### config.mk
export PLATFORM = sky130hd
export DESIGN_NAME = regfile_wb_arbiter_flat
export DESIGN_NICKNAME = d
export VERILOG_FILES = /design/src/rtl/rv64_pkg.sv /design/src/rtl/regfile_wb_arbiter_if.sv /design/src/rtl/wb_prio_fsm.sv /design/src/rtl/regfile_wb_arbiter.sv /design/src/flat_wrapper.sv
export SDC_FILE = /design/constraint.sdc
export NUM_CORES = 1
export LEC_CHECK = 0
export CAP_MARGIN = 0
export CORE_MARGIN = 2
export CORE_UTILIZATION = 30
export CTS_BUF_LIST = sky130_fd_sc_hd__clkbuf_16
export CTS_CLUSTER_SIZE = 28
export DETAILED_ROUTE_END_ITERATION = 12
export PLACE_DENSITY = 0.73
export SYNTH_ARGS = -nofsm -noshare
export SYNTH_HDL_FRONTEND = slang
export SYNTH_SLANG_ARGS = --single-unit
export TNS_END_PERCENT = 20
### constraint.sdc
create_clock -name clk -period 2 [get_ports clk]
set_input_delay 0.5 -clock clk [delete_from_list [all_inputs] [get_ports clk]]
set_output_delay 0.5 -clock clk [all_outputs]
set_load 0.01 [all_outputs]
### src/rtl/rv64_pkg.sv
// Shared RV64I pipeline types: register-file geometry, writeback beat and
// writeback priority encoding.
package rv64_pkg;

    localparam int unsigned XLEN       = 64;
    localparam int unsigned REG_ADDR_W = 5;

    typedef enum logic {
        PRIO_LSU,
        PRIO_ALU
    } wb_prio_e;

    typedef struct packed {
        logic [REG_ADDR_W-1:0] rd;
        logic [XLEN-1:0]       data;
    } wb_beat_t;

endpackage

### src/rtl/regfile_wb_arbiter_if.sv
// Writeback bus between the two writeback sources (ALU, LSU), the arbiter and
// the register file write port. master = source/register-file side, slave = arbiter.
interface regfile_wb_arbiter_if #(
    parameter int unsigned XLEN = 64
);
    logic                                alu_valid;
    logic                                alu_ready;
    logic [rv64_pkg::REG_ADDR_W-1:0]     alu_rd;
    logic [XLEN-1:0]                     alu_data;
    logic                                lsu_valid;
    logic                                lsu_ready;
    logic [rv64_pkg::REG_ADDR_W-1:0]     lsu_rd;
    logic [XLEN-1:0]                     lsu_data;
    logic                                write;
    logic [rv64_pkg::REG_ADDR_W-1:0]     writenum;
    logic [XLEN-1:0]                     write_data;
    logic                                alu_starved;

    modport master (
        output alu_valid, alu_rd, alu_data, lsu_valid, lsu_rd, lsu_data,
        input  alu_ready, lsu_ready, write, writenum, write_data, alu_starved
    );

    modport slave (
        input  alu_valid, alu_rd, alu_data, lsu_valid, lsu_rd, lsu_data,
        output alu_ready, lsu_ready, write, writenum, write_data, alu_starved
    );

endinterface

### src/rtl/wb_prio_fsm.sv
// Writeback priority FSM: counts consecutive ALU losses and forces ALU priority
// for one grant once STARVE_MAX losses accumulate. Only built with WB_STARVE_GUARD_EN.
module wb_prio_fsm
    import rv64_pkg::*;
#(
    parameter int unsigned STARVE_MAX = 4
) (
    input  logic     clk,
    input  logic     reset,
    input  logic     alu_contend,
    input  logic     alu_grant,
    output wb_prio_e prio
);

    localparam logic [3:0] CntLast = 4'(STARVE_MAX - 1);

    wb_prio_e   state_q, state_d;
    logic [3:0] starve_cnt_q, starve_cnt_d;
    logic       alu_lose;

    always_comb begin
        alu_lose     = alu_contend && !alu_grant;
        starve_cnt_d = alu_lose ? starve_cnt_q + 4'd1 : 4'd0;
        state_d      = state_q;
        unique case (state_q)
            PRIO_LSU: if (alu_lose && (starve_cnt_q == CntLast)) state_d = PRIO_ALU;
            PRIO_ALU: if (alu_grant) state_d = PRIO_LSU;
        endcase
    end

    always_ff @(posedge clk) begin
        if (reset) begin
            state_q      <= PRIO_LSU;
            starve_cnt_q <= 4'd0;
        end else begin
            state_q      <= state_d;
            starve_cnt_q <= starve_cnt_d;
        end
    end

    assign prio = state_q;

endmodule

### src/rtl/regfile_wb_arbiter.sv
// Arbitrates the ALU and LSU writeback beats onto the single register-file write
// port. Macro WB_STARVE_GUARD_EN enables the ALU anti-starvation priority FSM.
module regfile_wb_arbiter #(
    parameter int unsigned XLEN       = 64,
    parameter int unsigned STARVE_MAX = 4
) (
    input  logic                 clk,
    input  logic                 reset,
    regfile_wb_arbiter_if.slave  bus
);
    import rv64_pkg::*;

    logic                  alu_contend, lsu_contend;
    logic                  alu_win, lsu_win;
    wb_prio_e              prio;
    logic                  write_q;
    logic [REG_ADDR_W-1:0] writenum_q;
    logic [XLEN-1:0]       write_data_q;

`ifdef WB_STARVE_GUARD_EN
    wb_prio_fsm #(
        .STARVE_MAX (STARVE_MAX)
    ) u_prio_fsm (
        .clk         (clk),
        .reset       (reset),
        .alu_contend (alu_contend),
        .alu_grant   (alu_win),
        .prio        (prio)
    );
`else
    logic unused_cfg;
    assign unused_cfg = ^STARVE_MAX;
    assign prio       = PRIO_LSU;
`endif

    // x0 beats never contend: they are acked and dropped so the register file
    // never sees a write to index 0.
    always_comb begin
        alu_contend   = bus.alu_valid && (bus.alu_rd != '0);
        lsu_contend   = bus.lsu_valid && (bus.lsu_rd != '0);
        alu_win       = alu_contend && (!lsu_contend || (prio == PRIO_ALU));
        lsu_win       = lsu_contend && !alu_win;
        bus.alu_ready = !reset && ((bus.alu_rd == '0) || alu_win);
        bus.lsu_ready = !reset && ((bus.lsu_rd == '0) || lsu_win);
    end

    always_ff @(posedge clk) begin
        if (reset) begin
            write_q      <= 1'b0;
            writenum_q   <= '0;
            write_data_q <= '0;
        end else begin
            write_q <= alu_win || lsu_win;
            if (alu_win) begin
                writenum_q   <= bus.alu_rd;
                write_data_q <= bus.alu_data;
            end else if (lsu_win) begin
                writenum_q   <= bus.lsu_rd;
                write_data_q <= bus.lsu_data;
            end
        end
    end

    assign bus.write       = write_q;
    assign bus.writenum    = writenum_q;
    assign bus.write_data  = write_data_q;
    assign bus.alu_starved = (prio == PRIO_ALU);

endmodule

### src/flat_wrapper.sv
// flat-port wrapper written by rule: the top's interface ports become plain ports
module regfile_wb_arbiter_flat import rv64_pkg::*;
#(
    parameter int unsigned XLEN       = 64,
    parameter int unsigned STARVE_MAX = 4
)
  (clk, reset, bus_alu_valid, bus_alu_rd, bus_alu_data, bus_lsu_valid, bus_lsu_rd, bus_lsu_data, bus_alu_ready, bus_lsu_ready, bus_write, bus_writenum, bus_write_data, bus_alu_starved);
  regfile_wb_arbiter_if #(.XLEN(XLEN)) bus_i ();
  input  logic clk;
  input  logic reset;
  input wire logic [$bits(bus_i.alu_valid)-1:0] bus_alu_valid;
  input wire logic [$bits(bus_i.alu_rd)-1:0] bus_alu_rd;
  input wire logic [$bits(bus_i.alu_data)-1:0] bus_alu_data;
  input wire logic [$bits(bus_i.lsu_valid)-1:0] bus_lsu_valid;
  input wire logic [$bits(bus_i.lsu_rd)-1:0] bus_lsu_rd;
  input wire logic [$bits(bus_i.lsu_data)-1:0] bus_lsu_data;
  output wire logic [$bits(bus_i.alu_ready)-1:0] bus_alu_ready;
  output wire logic [$bits(bus_i.lsu_ready)-1:0] bus_lsu_ready;
  output wire logic [$bits(bus_i.write)-1:0] bus_write;
  output wire logic [$bits(bus_i.writenum)-1:0] bus_writenum;
  output wire logic [$bits(bus_i.write_data)-1:0] bus_write_data;
  output wire logic [$bits(bus_i.alu_starved)-1:0] bus_alu_starved;
  assign bus_i.alu_valid = bus_alu_valid;
  assign bus_i.alu_rd = bus_alu_rd;
  assign bus_i.alu_data = bus_alu_data;
  assign bus_i.lsu_valid = bus_lsu_valid;
  assign bus_i.lsu_rd = bus_lsu_rd;
  assign bus_i.lsu_data = bus_lsu_data;
  assign bus_alu_ready = bus_i.alu_ready;
  assign bus_lsu_ready = bus_i.lsu_ready;
  assign bus_write = bus_i.write;
  assign bus_writenum = bus_i.writenum;
  assign bus_write_data = bus_i.write_data;
  assign bus_alu_starved = bus_i.alu_starved;
  regfile_wb_arbiter #(.XLEN(XLEN), .STARVE_MAX(STARVE_MAX)) u_core (.clk(clk), .reset(reset), .bus(bus_i));
endmodule
== Yosys cells after proc, flatten, opt, wreduce, memory -nomap -nowiden ==
Cells that the tools add are included.

* Input bits: 142
* Output and inout port bits: 73
* Register bits: 70
* Logic and storage cells: 24

* Multiplexer cells: 4
* Reduce and logical (&&, ||, !) cells: 17

{| class="wikitable"
|+ Operator list
! operator !! number
|-
| $mux W64 || 2
|-
| $logic_not A5 Y1 || 2
|-
| $mux W5 || 2
|-
| $reduce_bool A5 Y1 || 2
|-
| $logic_and A1 B1 Y1 || 6
|-
| $logic_not A1 Y1 || 3
|-
| $logic_or A1 B1 Y1 || 3
|-
| $reduce_bool A2 Y1 || 1
|}

== Logic depth before layout (Yosys ltp) ==
* Depth in word-level cells: 8
* Mapped depth: 6
* Mapped depth without buffers: 4

== Worst setup path before layout ==
No wires, ideal clock.

* Path kind: input-to-output
* From: input bus_lsu_rd[0]
* To: output bus_alu_ready
* Buffers on the path: 1
* Path slack: -0.194 ns
* Data required time: 1.500 ns
* Arrival time: 1.694 ns
* Stages on the path: 5
* Cells stage by stage: or4_4 o21ai_4 buf_2 a21oi_1 nor2_1

* Longest elaborated chain between the ends: 6

{| class="wikitable"
|+ RTL lines
! what !! line !! source
|-
| start, declared || flat_wrapper.sv:15 || <nowiki>input wire logic [$bits(bus_i.lsu_rd)-1:0] bus_lsu_rd;</nowiki>
|-
| $reduce_bool A5 Y1 || regfile_wb_arbiter.sv:40 || <nowiki>lsu_contend = bus.lsu_valid && (bus.lsu_rd != '0);</nowiki>
|-
| $logic_and A1 B1 Y1 || regfile_wb_arbiter.sv:40 ||
|-
| $logic_not A1 Y1 || regfile_wb_arbiter.sv:41 || <nowiki>alu_win = alu_contend && (!lsu_contend || (prio == PRIO_ALU));</nowiki>
|-
| $logic_and A1 B1 Y1 || regfile_wb_arbiter.sv:41 ||
|-
| $logic_or A1 B1 Y1 || regfile_wb_arbiter.sv:43 || <nowiki>bus.alu_ready = !reset && ((bus.alu_rd == '0) || alu_win);</nowiki>
|-
| $logic_and A1 B1 Y1 || regfile_wb_arbiter.sv:43 ||
|-
| end, declared || flat_wrapper.sv:17 || <nowiki>output wire logic [$bits(bus_i.alu_ready)-1:0] bus_alu_ready;</nowiki>
|}

Every way passes these cells.

== Worst setup path in the final report ==
Ends and elaborated chain as after synthesis.

==> reports/qor.yml <==
grt_max_degree: 68
nNetsFinal: 748
start_util: 0.310
skew_ns: 0
insertion_delay_ns: 0.32
drv_cap: 0
peakVddDrop_uv: 420
grt-ovfl-total: 0
drive_above_1_share: 0.118
netlist_instances: 393
dr.max_layer_used: "met4"
gp_congestion: 0.832
num_rows: 36
clk_pin_slew_ns: 0.06
hold_buffers: 0
hpwl_um: 7900
worst_slack_ns: -0.0705
drt_iter0_drc: 251
grt_usage: 0.206
hold_violations: 0
portBuffers: 213
antenna_found_initial: 1
met2_length_um: 6450
min_path_type: "in2reg"
grt_pass1_wl_um: 18200
cts_tree: "done"
power_density_mw_per_mm2: 728
worst_ep_arrival_time_ns: 1.57
period_needed_ns: 2.07
crit_fanout: 2
synth_top_area_share: 0.461
ys_top_cells_by_area: "dfxtp_1, a311oi_1, nand2_1"
maxSlewHeadroom: 0.437
syn_avg_cell_area_um2: 7.74
routed_via_density: 5.09
slew_viol_final: 0
synth_area_mm2: 0.00304
yosys.area.top_type: "dfxtp_1"
whs_path_depth: 2
postRouteAntennaNets: 0
synth_cell_types: 16
timing.fmax_mhz: 483
cp_slowest_cell: "or4_4"
path_class: "in2out"
synth-seq-cells: 70
wl_met1_um: 5310
setup_viol: 2
end_kind: "primary output"
dieArea_mm2: 0.0110
cts_max_level: 3
drtPass1Iterations: 4
r2r_cells: 2
io-pin-count: 215
syn_to_final_growth_pct: 96.1
clock-root-buffer: "clkbuf_16"
slowest_delay_ns: 0.54
ys.warnings.count: 0
fin_total_pwr_mw: 4.34
synth_nets: 535
fill_cells: 899
grt_pass1_vias: 3698
numCtsBuffers: 9
stdcell_area_mm2: 0.00597
leakagePower_nw: 2.26
detail_route.wl_per_cell_um: 17.4
placed_area_mm2: 0.00539
rsz0062_at_grt: "yes"
start_kind: "input port"
outcome: "finished, violations left"
cp.required_ns: 1.50
fp.coreArea_mm2: 0.00982
yosysSeqAreaShare: 0.461
vias: 3791
fin_crit_sh: 1.04
tightest_slew_ns: 0.844
drc: 0
crit_chain: "buf_6 -> or4_4 -> o21ai_4 -> a21oi_2 -> nor2_2 -> buf_2"
die_x_um: 105
setup_tns_ns: -0.0781
wl_met3_um: 815
die-height_um: 105
cts.path.max_buffers: 2
violations: "negative setup slack"
postRouteWirelength_um: 13000
final_util: 0.608
clock-sinks: 70
==> synth_stat cells, drive strengths merged <==
library cell and number:
conb 1, buf 21, nand2 128, o21ai 1
nor3 6, o31ai 1, a222oi 5, or4 1
or3 1, a21oi 2, clkbuf 18, dfxtp 70
o31a 1, a311oi 64, nor2 73
==> per-layer routing <==
metal / global-route usage / up-vias
met4: 0.0990 / 0
li1: - / 1809
met2: 0.350 / 168
met3: 0.0455 / 26
met5: 0 / -
met1: 0.245 / 1788
==> stage by stage <==
| step | setup WS [ns] | hold slack, ns | cells |
|---|---|---|---|
| after floorplan | -0.127 | 0.499 | 393 |
| after global placement | -0.877 | 0.463 | 720 |
| after detailed placement | -0.903 | 0.468 | 720 |
| after CTS | -0.0805 | 0.447 | 737 |
| after global routing | -0.119 | 0.466 | 745 |
| final | -0.0705 | 0.462 | 745 |
==> cells in the final DEF (no fill, tap or decap), drive strengths merged, types with 2 or more instances in the layout <==
cell,n
clkdlybuf4s50,203
nand2,128
nor2,73
dfxtp,70
a311oi,64
buf,30
clkbuf,16
nor3,6
a222oi,5
bufinv,3
inv,2
clkinv,2
a21oi,2
==> power breakdown <==
| group | switching [mW] | internal (mW) |
|---|---|---|
| Sequential | 0.0561 | 1.51 |
| Combinational | 0.414 | 0.594 |
| Clock | 0.573 | 1.20 |
==> worst max-delay path, delay by kind of cell <==
family,cells,cell delay (ns)
buffers and inverters,2,0.23
and+or+nand+nor,2,0.61
AOI/OAI and AO/OA,2,0.22
==> layout make-up <==
| cell class | instances | area [um^2] | share of cell area |
|---|---|---|---|
| multi-input cells | 284 | 1590 | 0.266 |
| repair buffers | 241 | 2480 | 0.415 |
| flip-flops and latches | 70 | 1400 | 0.235 |
| clock inverters | 7 | 105 | 0.0176 |
| well taps | 133 | 166 | 0.0279 |
| clock buffers | 9 | 225 | 0.0378 |
| diodes | 1 | 2.50 | 0.000419 |
==> cell families after synthesis <==
| logic type | count (synthesis) | synth area share |
|---|---|---|
| flip-flops | 70 | 0.461 |
| AO/OA/AOI/OAI | 74 | 0.216 |
| AND/OR/NAND/NOR | 209 | 0.264 |
| buffers and inverters | 39 | 0.0584 |
| other | 1 | 0.00123 |
==> timing repair <==
| action | 4_1_cts | 5_1_grt |
|---|---|---|
| endpoints found under the setup margin | 72 | 32 |
| pin swaps | 7 | 4 |
| resized for setup | 31 | 24 |
| gates cloned | 1 | 5 |
| hold endpoints to repair | 0 | 0 |
| buffers inserted | 0 | 2 |
==> final timing paths <==
kind                            slack, ns                         to                      start
worst min register to register       0.48  u_core.bus.write_data[41]  u_core.bus.write_data[41]
worst max-delay path                -0.07              bus_alu_ready              bus_lsu_rd[0]
worst min-delay path                 0.46     u_core.bus.writenum[0]                      reset
worst max register to register       1.16     u_core.bus.writenum[4]     u_core.bus.writenum[4]
==> state kept, by name, indices dropped and copies added, names as in the netlist <==
signal                 count
u_core.bus.write           1
u_core.bus.write_data     64
u_core.bus.writenum        5
No activity file was read; power rests on OpenSTA's default activity.
